--- src/rtl/phy_tx_pkg.sv ---
`default_nettype none
// ============================================================================
//  Module      : phy_tx_pkg
//  Description : Shared constants and types for the PHY TX byte lane
//                (scheduler, serializer and bench).
//  Revision    : 1.0 - initial release
// ============================================================================
package phy_tx_pkg;

  // Width of one symbol on the serial lane.
  localparam int BYTE_W = 8;

  // Bit-slot counter covering one byte frame; slot 7 is the byte boundary.
  localparam int                SLOT_W    = 3;
  localparam logic [SLOT_W-1:0] LAST_SLOT = 3'd7;

  // Comma/idle symbol driven whenever no payload is on the lane.
  localparam logic [BYTE_W-1:0] IDLE_SYM = 8'hBC;

  // Scheduler states.
  typedef enum logic [1:0] {
    S_TRAIN = 2'd0,
    S_IDLE  = 2'd1,
    S_DATA  = 2'd2
  } state_e;

endpackage
`default_nettype wire

--- src/rtl/rr_arbiter.sv ---
`default_nettype none
// ============================================================================
//  Module      : rr_arbiter
//  Description : Combinational round-robin picker. Searches the request mask
//                starting just after the last owner, wrapping N_REQ-1 -> 0,
//                and returns a one-hot grant, its index and an any flag.
//  Revision    : 1.0 - initial release
// ============================================================================
module rr_arbiter #(
  parameter int N_REQ = 4,
  parameter int IDX_W = $clog2(N_REQ)
) (
  input  logic [N_REQ-1:0] req_i,
  input  logic [IDX_W-1:0] last_i,
  output logic [N_REQ-1:0] grant_o,
  output logic [IDX_W-1:0] idx_o,
  output logic             any_o
);

  int               w_pos;
  logic [IDX_W-1:0] w_cand;

  // Walk the requesters in rotating order and latch the first one found;
  // the last owner is visited last, so it only wins when nobody else asks.
  always_comb begin
    grant_o = '0;
    idx_o   = '0;
    any_o   = 1'b0;
    w_pos   = 0;
    w_cand  = '0;
    for (int k = 1; k <= N_REQ; k++) begin
      w_pos = int'(last_i) + k;
      if (w_pos >= N_REQ) begin
        w_pos = w_pos - N_REQ;
      end
      w_cand = IDX_W'(w_pos);
      if (!any_o && req_i[w_cand]) begin
        any_o           = 1'b1;
        idx_o           = w_cand;
        grant_o[w_cand] = 1'b1;
      end
    end
  end

endmodule
`default_nettype wire

--- src/rtl/phy_tx_lane_sched.sv ---
`default_nettype none
// ============================================================================
//  Module      : phy_tx_lane_sched
//  Description : Shares the single PHY TX serial lane between N_REQ byte
//                sources. Tracks the 8-slot bit frame, sends a training run
//                of idle bytes after reset, then picks one byte per frame
//                round-robin with a burst limit. Idle symbol when no data.
//  Revision    : 1.0 - initial release
// ============================================================================
module phy_tx_lane_sched #(
  parameter int                                N_REQ       = 4,
  parameter int                                MAX_BURST   = 4,
  parameter int                                TRAIN_BYTES = 4,
  parameter logic [phy_tx_pkg::BYTE_W-1:0]     IDLE_SYM    = phy_tx_pkg::IDLE_SYM
) (
  input  logic                                 clk_32f,
  input  logic                                 reset,
  input  logic [N_REQ-1:0]                     req_valid,
  input  logic [phy_tx_pkg::BYTE_W*N_REQ-1:0]  req_data,
  output logic [N_REQ-1:0]                     req_pop,
  output logic [phy_tx_pkg::BYTE_W-1:0]        ser_data,
  output logic                                 ser_valid,
  output logic                                 ser_load,
  output logic [$clog2(N_REQ)-1:0]             cur_owner,
  output logic                                 train_done
);

  import phy_tx_pkg::*;

  localparam int IDX_W   = $clog2(N_REQ);
  localparam int BURST_W = $clog2(MAX_BURST + 1);
  localparam int TRAIN_W = $clog2(TRAIN_BYTES + 1);

  localparam logic [BURST_W-1:0] BURST_MAX  = BURST_W'(MAX_BURST);
  localparam logic [BURST_W-1:0] BURST_ONE  = BURST_W'(1);
  localparam logic [TRAIN_W-1:0] TRAIN_LAST = TRAIN_W'(TRAIN_BYTES - 1);
  localparam logic [TRAIN_W-1:0] TRAIN_ONE  = TRAIN_W'(1);
  // Pointer value that makes requester 0 the first candidate.
  localparam logic [IDX_W-1:0]   RR_START   = IDX_W'(N_REQ - 1);

  // --------------------------------------------------------------------------
  // State
  // --------------------------------------------------------------------------
  logic [SLOT_W-1:0]  bit_cnt_q,    bit_cnt_d;
  state_e             state_q,      state_d;
  logic [TRAIN_W-1:0] train_cnt_q,  train_cnt_d;
  logic               train_done_q, train_done_d;
  logic [BURST_W-1:0] burst_cnt_q,  burst_cnt_d;
  logic [BYTE_W-1:0]  ser_data_q,   ser_data_d;
  logic               ser_valid_q,  ser_valid_d;
  logic [IDX_W-1:0]   owner_q,      owner_d;
  logic [IDX_W-1:0]   rr_last_q,    rr_last_d;

  // --------------------------------------------------------------------------
  // Combinational helpers
  // --------------------------------------------------------------------------
  logic                w_boundary;
  logic [BYTE_W-1:0]   w_req_bytes [N_REQ];
  logic [N_REQ-1:0]    w_arb_grant;
  logic [IDX_W-1:0]    w_arb_idx;
  logic                w_arb_any;
  logic [N_REQ-1:0]    w_owner_oh;
  logic                w_others_valid;
  logic                w_keep;
  logic [N_REQ-1:0]    w_pop;

  for (genvar gi = 0; gi < N_REQ; gi++) begin : g_unpack
    assign w_req_bytes[gi] = req_data[gi*BYTE_W +: BYTE_W];
  end

  // Decisions are only taken in slot 7; reset suppresses load and pops.
  assign w_boundary     = (bit_cnt_q == LAST_SLOT) && !reset;
  assign w_owner_oh     = {{(N_REQ-1){1'b0}}, 1'b1} << owner_q;
  assign w_others_valid = |(req_valid & ~w_owner_oh);
  // The owner keeps the lane under its burst budget, or indefinitely when
  // nobody else is waiting.
  assign w_keep         = req_valid[owner_q] &&
                          ((burst_cnt_q < BURST_MAX) || !w_others_valid);

  rr_arbiter #(
    .N_REQ (N_REQ),
    .IDX_W (IDX_W)
  ) u_rr_arbiter (
    .req_i   (req_valid),
    .last_i  (rr_last_q),
    .grant_o (w_arb_grant),
    .idx_o   (w_arb_idx),
    .any_o   (w_arb_any)
  );

  // Next-state and pop decision; everything holds except in the boundary slot.
  always_comb begin
    bit_cnt_d    = bit_cnt_q + 3'd1;
    state_d      = state_q;
    train_cnt_d  = train_cnt_q;
    train_done_d = train_done_q;
    burst_cnt_d  = burst_cnt_q;
    ser_data_d   = ser_data_q;
    ser_valid_d  = ser_valid_q;
    owner_d      = owner_q;
    rr_last_d    = rr_last_q;
    w_pop        = '0;

    if (w_boundary) begin
      case (state_q)
        S_TRAIN: begin
          ser_data_d  = IDLE_SYM;
          ser_valid_d = 1'b0;
          if (train_cnt_q == TRAIN_LAST) begin
            train_done_d = 1'b1;
            state_d      = S_IDLE;
            rr_last_d    = RR_START;
          end else begin
            train_cnt_d = train_cnt_q + TRAIN_ONE;
          end
        end

        S_IDLE: begin
          if (w_arb_any) begin
            w_pop       = w_arb_grant;
            ser_data_d  = w_req_bytes[w_arb_idx];
            ser_valid_d = 1'b1;
            owner_d     = w_arb_idx;
            rr_last_d   = w_arb_idx;
            burst_cnt_d = BURST_ONE;
            state_d     = S_DATA;
          end else begin
            ser_data_d  = IDLE_SYM;
            ser_valid_d = 1'b0;
          end
        end

        S_DATA: begin
          if (w_keep) begin
            w_pop[owner_q] = 1'b1;
            ser_data_d     = w_req_bytes[owner_q];
            ser_valid_d    = 1'b1;
            if (burst_cnt_q < BURST_MAX) begin
              burst_cnt_d = burst_cnt_q + BURST_ONE;
            end
          end else if (w_arb_any) begin
            w_pop       = w_arb_grant;
            ser_data_d  = w_req_bytes[w_arb_idx];
            ser_valid_d = 1'b1;
            owner_d     = w_arb_idx;
            rr_last_d   = w_arb_idx;
            burst_cnt_d = BURST_ONE;
          end else begin
            ser_data_d  = IDLE_SYM;
            ser_valid_d = 1'b0;
            burst_cnt_d = '0;
            state_d     = S_IDLE;
          end
        end

        default: begin
          state_d = S_TRAIN;
        end
      endcase
    end
  end

  // State register with synchronous reset; a byte in flight is simply dropped.
  always_ff @(posedge clk_32f) begin
    if (reset) begin
      bit_cnt_q    <= '0;
      state_q      <= S_TRAIN;
      train_cnt_q  <= '0;
      train_done_q <= 1'b0;
      burst_cnt_q  <= '0;
      ser_data_q   <= IDLE_SYM;
      ser_valid_q  <= 1'b0;
      owner_q      <= '0;
      rr_last_q    <= RR_START;
    end else begin
      bit_cnt_q    <= bit_cnt_d;
      state_q      <= state_d;
      train_cnt_q  <= train_cnt_d;
      train_done_q <= train_done_d;
      burst_cnt_q  <= burst_cnt_d;
      ser_data_q   <= ser_data_d;
      ser_valid_q  <= ser_valid_d;
      owner_q      <= owner_d;
      rr_last_q    <= rr_last_d;
    end
  end

  assign req_pop    = w_pop;
  assign ser_load   = w_boundary;
  assign ser_data   = ser_data_q;
  assign ser_valid  = ser_valid_q;
  assign cur_owner  = owner_q;
  assign train_done = train_done_q;

endmodule
`default_nettype wire

--- config.mk ---
export PLATFORM = sky130hd
export DESIGN_NAME = phy_tx_lane_sched
export DESIGN_NICKNAME = d
export VERILOG_FILES = /design/src/rtl/phy_tx_pkg.sv /design/src/rtl/rr_arbiter.sv /design/src/rtl/phy_tx_lane_sched.sv
export SDC_FILE = /design/constraint.sdc
export NUM_CORES = 1
export LEC_CHECK = 0
export ABC_CLOCK_PERIOD_IN_PS = 4800
export CAP_MARGIN = 10
export CORE_AREA = 2 2 82 84
export DETAILED_ROUTE_END_ITERATION = 7
export DIE_AREA = 0 0 84 86
export PLACE_DENSITY = 0.63
export REMOVE_ABC_BUFFERS = 1
export SLEW_MARGIN = 0
export SYNTH_ARGS = -nofsm -noshare
export SYNTH_HDL_FRONTEND = slang
export SYNTH_HIERARCHICAL = 1
export SYNTH_SLANG_ARGS = --single-unit
--- constraint.sdc ---
create_clock -name clk_32f -period 4.8 [get_ports clk_32f]
set_input_delay 0.48 -clock clk_32f [delete_from_list [all_inputs] [get_ports clk_32f]]
set_output_delay 0.48 -clock clk_32f [all_outputs]
set_load 0.01 [all_outputs]
==> flow_summary.ini <==
[logic_synthesis]
avgSynthCellArea_um2 = 9.109
synth_edf_count = 0
synth_area_leaders = dfxtp_1 21%, mux4_2 17%, ha_1 8.7%, a21oi_1 4.3%, mux2i_1 3.7%
ys_warn_count = 6
ys.flop_type = dfxtp_1
yosysTopAreaCellShare_pct = 20.50
ys_async_sr_fraction_pct = 0
synthDistinctLibCells = 60
ys_seq_elements = 25
synthCells = 268
synth.most_common_cell = dfxtp_1
ys_seq_area_share_pct = 20.50
yosysTopAreaCell = dfxtp_1
ys_top_cells_by_count = 25 x dfxtp_1, 24 x nor2_1, 22 x nand2_1
syn_area_um2 = 2441

[finish]
multi_input_area_um2 = 1788
antennaDiodeCount = 0
syn_to_final_growth_pct = 23.99
ff_latch_area_um2 = 500.5
drive_above_1_share_pct = 14.19
nets = 366
nFillCells = 608

[placed_design]
port-buffer-count = 54
dp_hpwl_um = 4411
gp_congestion = 0.8723

[power_and_ir_drop]
p_leak_uw = 0.001088
p_total_uw = 436.5
p_per_area_nw_per_um2 = 144.2
ir_drop_v = 0.0001769

[setup_path]
critPathArrivalTime_ns = 3.35
critical_path_class = flop to output pin
crit_start = rr_last_q[0]$_SDFFE_PP1P_
setup.worst_path.start_class = flop
reg2reg_from = rr_last_q[0]$_SDFFE_PP1P_
rr_endpoint = ser_data[2]$_SDFFE_PP1P_
crit_path_max_fanout = 17
cp_data_required_time_ns = 4.32
r2r_cells = 10
end_kind = output pin
reg2reg_slack_ns = 1.45

[timing]
slew_violations = 0
fin_crit_sh_pct = 79.79
period_minus_slack_ns = 3.830
rsz0062_at_grt = false
finalSetupViolations = 0
worstMarginPinSlew_ns = 0.9244
fmax_mhz = 261.1
hold_viol = 0
fin_tns_setup_ns = 0
slew-limit-headroom_pct = 38.29
fin_skew_ns = 0.001506

[drt]
antenna_left = 0
totalWireLength_um = 5894
drc = 0
wire_per_inst_um = 15.23
vias = 2172
viasPerCell = 5.612
firstDrtPassIters = 4
drtIter0Drc = 121

[grt]
gr-total-overflow = 0
grt_max_degree = 22
grt_first_pass_wirelength_um = 9846
grt_pass1_vias = 2077
antenna_found_initial = 0
grt_usage_pct = 16.51

[clock_network]
cts_tree = yes
clkTransAtPathRegs_ns = 0.09
htree_levels = 1
hold_buffers = 0
postCtsSetupBuffers = 0
root_buffer = clkbuf_8
clockBufferDepth = 2
clk_latency_ns = 0.27
cts_made_buffers = 3
cts_resized = 0
clock-sinks = 25

[floorplan]
dieArea_um2 = 7224
die_w_um = 84
die_h_um = 86
start_util_pct = 38.89
core_area_um2 = 6277
rows = 29
io_pins = 55

[flow_run]
maxCapViolCount = 0

[min_path]
min_path_cells = 1
min_path_type = flop to flop
worstHoldEndpoint = bit_cnt_q[0]$_SDFF_PP0_
min_from = bit_cnt_q[0]$_SDFF_PP0_

[outcome]
status = finished clean
-- cell families after synthesis --
group,after synthesis,synth area share (%)
AO/OA/AOI/OAI,63,19.32
adder cells (fa/ha/maj),17,8.713
flip-flops,25,20.50
multiplexers,30,22.30
XOR/XNOR,1,0.3589
buffers and inverters,29,6.253
AND/OR/NAND/NOR,103,22.55
-- metal layers --
metal,GRT usage (%),up-vias,wire length (um)
met4,2.639,0,33
met1,21.88,1039,2688
li1,-,1089,-
met2,29.31,42,2967
met5,0,-,0
met3,2.310,2,205
-- registers in the layout (all words and copies together) (netlist names) --
signal / flops
burst_cnt_q: 3
state_q: 2
cur_owner: 2
train_cnt_q: 3
train_done: 1
bit_cnt_q: 3
ser_valid: 1
rr_last_q: 2
ser_data: 8
-- area by class of cell --
class                   instances  share of cell area (%)
multi-input cells             214                   59.07
repair buffers                 55                   18.11
flip-flops and latches         25                   16.54
well taps                      77                   3.183
inverters                      12                   1.488
clock buffers                   3                   1.364
clock inverters                 1                  0.2480
-- cell usage in the layout (no fill, tap or decap), drive strengths merged, types with 3 or more instances in the layout --
cell type / instances
a211oi: 3
a21oi: 22
a221o: 4
a32oi: 4
clkbuf: 3
clkdlybuf4s50: 54
dfxtp: 25
ha: 17
inv: 12
mux2i: 10
mux4: 18
nand2: 22
nand2b: 12
nand3: 11
nand4: 5
nor2: 25
nor2b: 9
nor3: 3
o21ai: 13
-- per-stage QoR --
stage               cell area (um2)  cells  setup WS, ns  utilization (%)  hold slack [ns]
global route                   3027    387        0.6824            48.22           0.4319
CTS                            3027    387        0.9403            48.22           0.4236
global placement               2978    383         1.099            47.44           0.4037
floorplan                      2333    251         1.823                -           0.3896
detailed placement             2978    383         1.005            47.44           0.4093
finish                         3027    387        0.9699            48.22           0.4189
-- power by group --
group	switching, uW	internal, uW	leakage, uW	total, uW
sequential	0.762	209	0.000202	210
combinational	39.2	57.0	0.000864	96.2
clock	71.2	58.9	0.0000217	130
-- how the worst max path moves through the flow --
stage | to | slack (ns)
after CTS | req_pop[0] | 0.94
after floorplan | ser_data[2]$_SDFFE_PP1P_ | 1.82
final | req_pop[2] | 0.97
after detailed placement | ser_data[2]$_SDFFE_PP1P_ | 1.01
after global routing | req_pop[0] | 0.68
after global placement | ser_data[5]$_SDFFE_PP1P_ | 1.10
-- worst max-delay path: stages, from the launching register on --
cell and delay, ns:
dfxtp_1 0.73, inv_2 0.19, ha_1 0.58, mux2i_4 0.40
o21ai_1 0.11, a221o_1 0.31, a32oi_1 0.17, a21oi_1 0.09
clkdlybuf4s50_1 0.49
(Power assumes the default switching activity.)
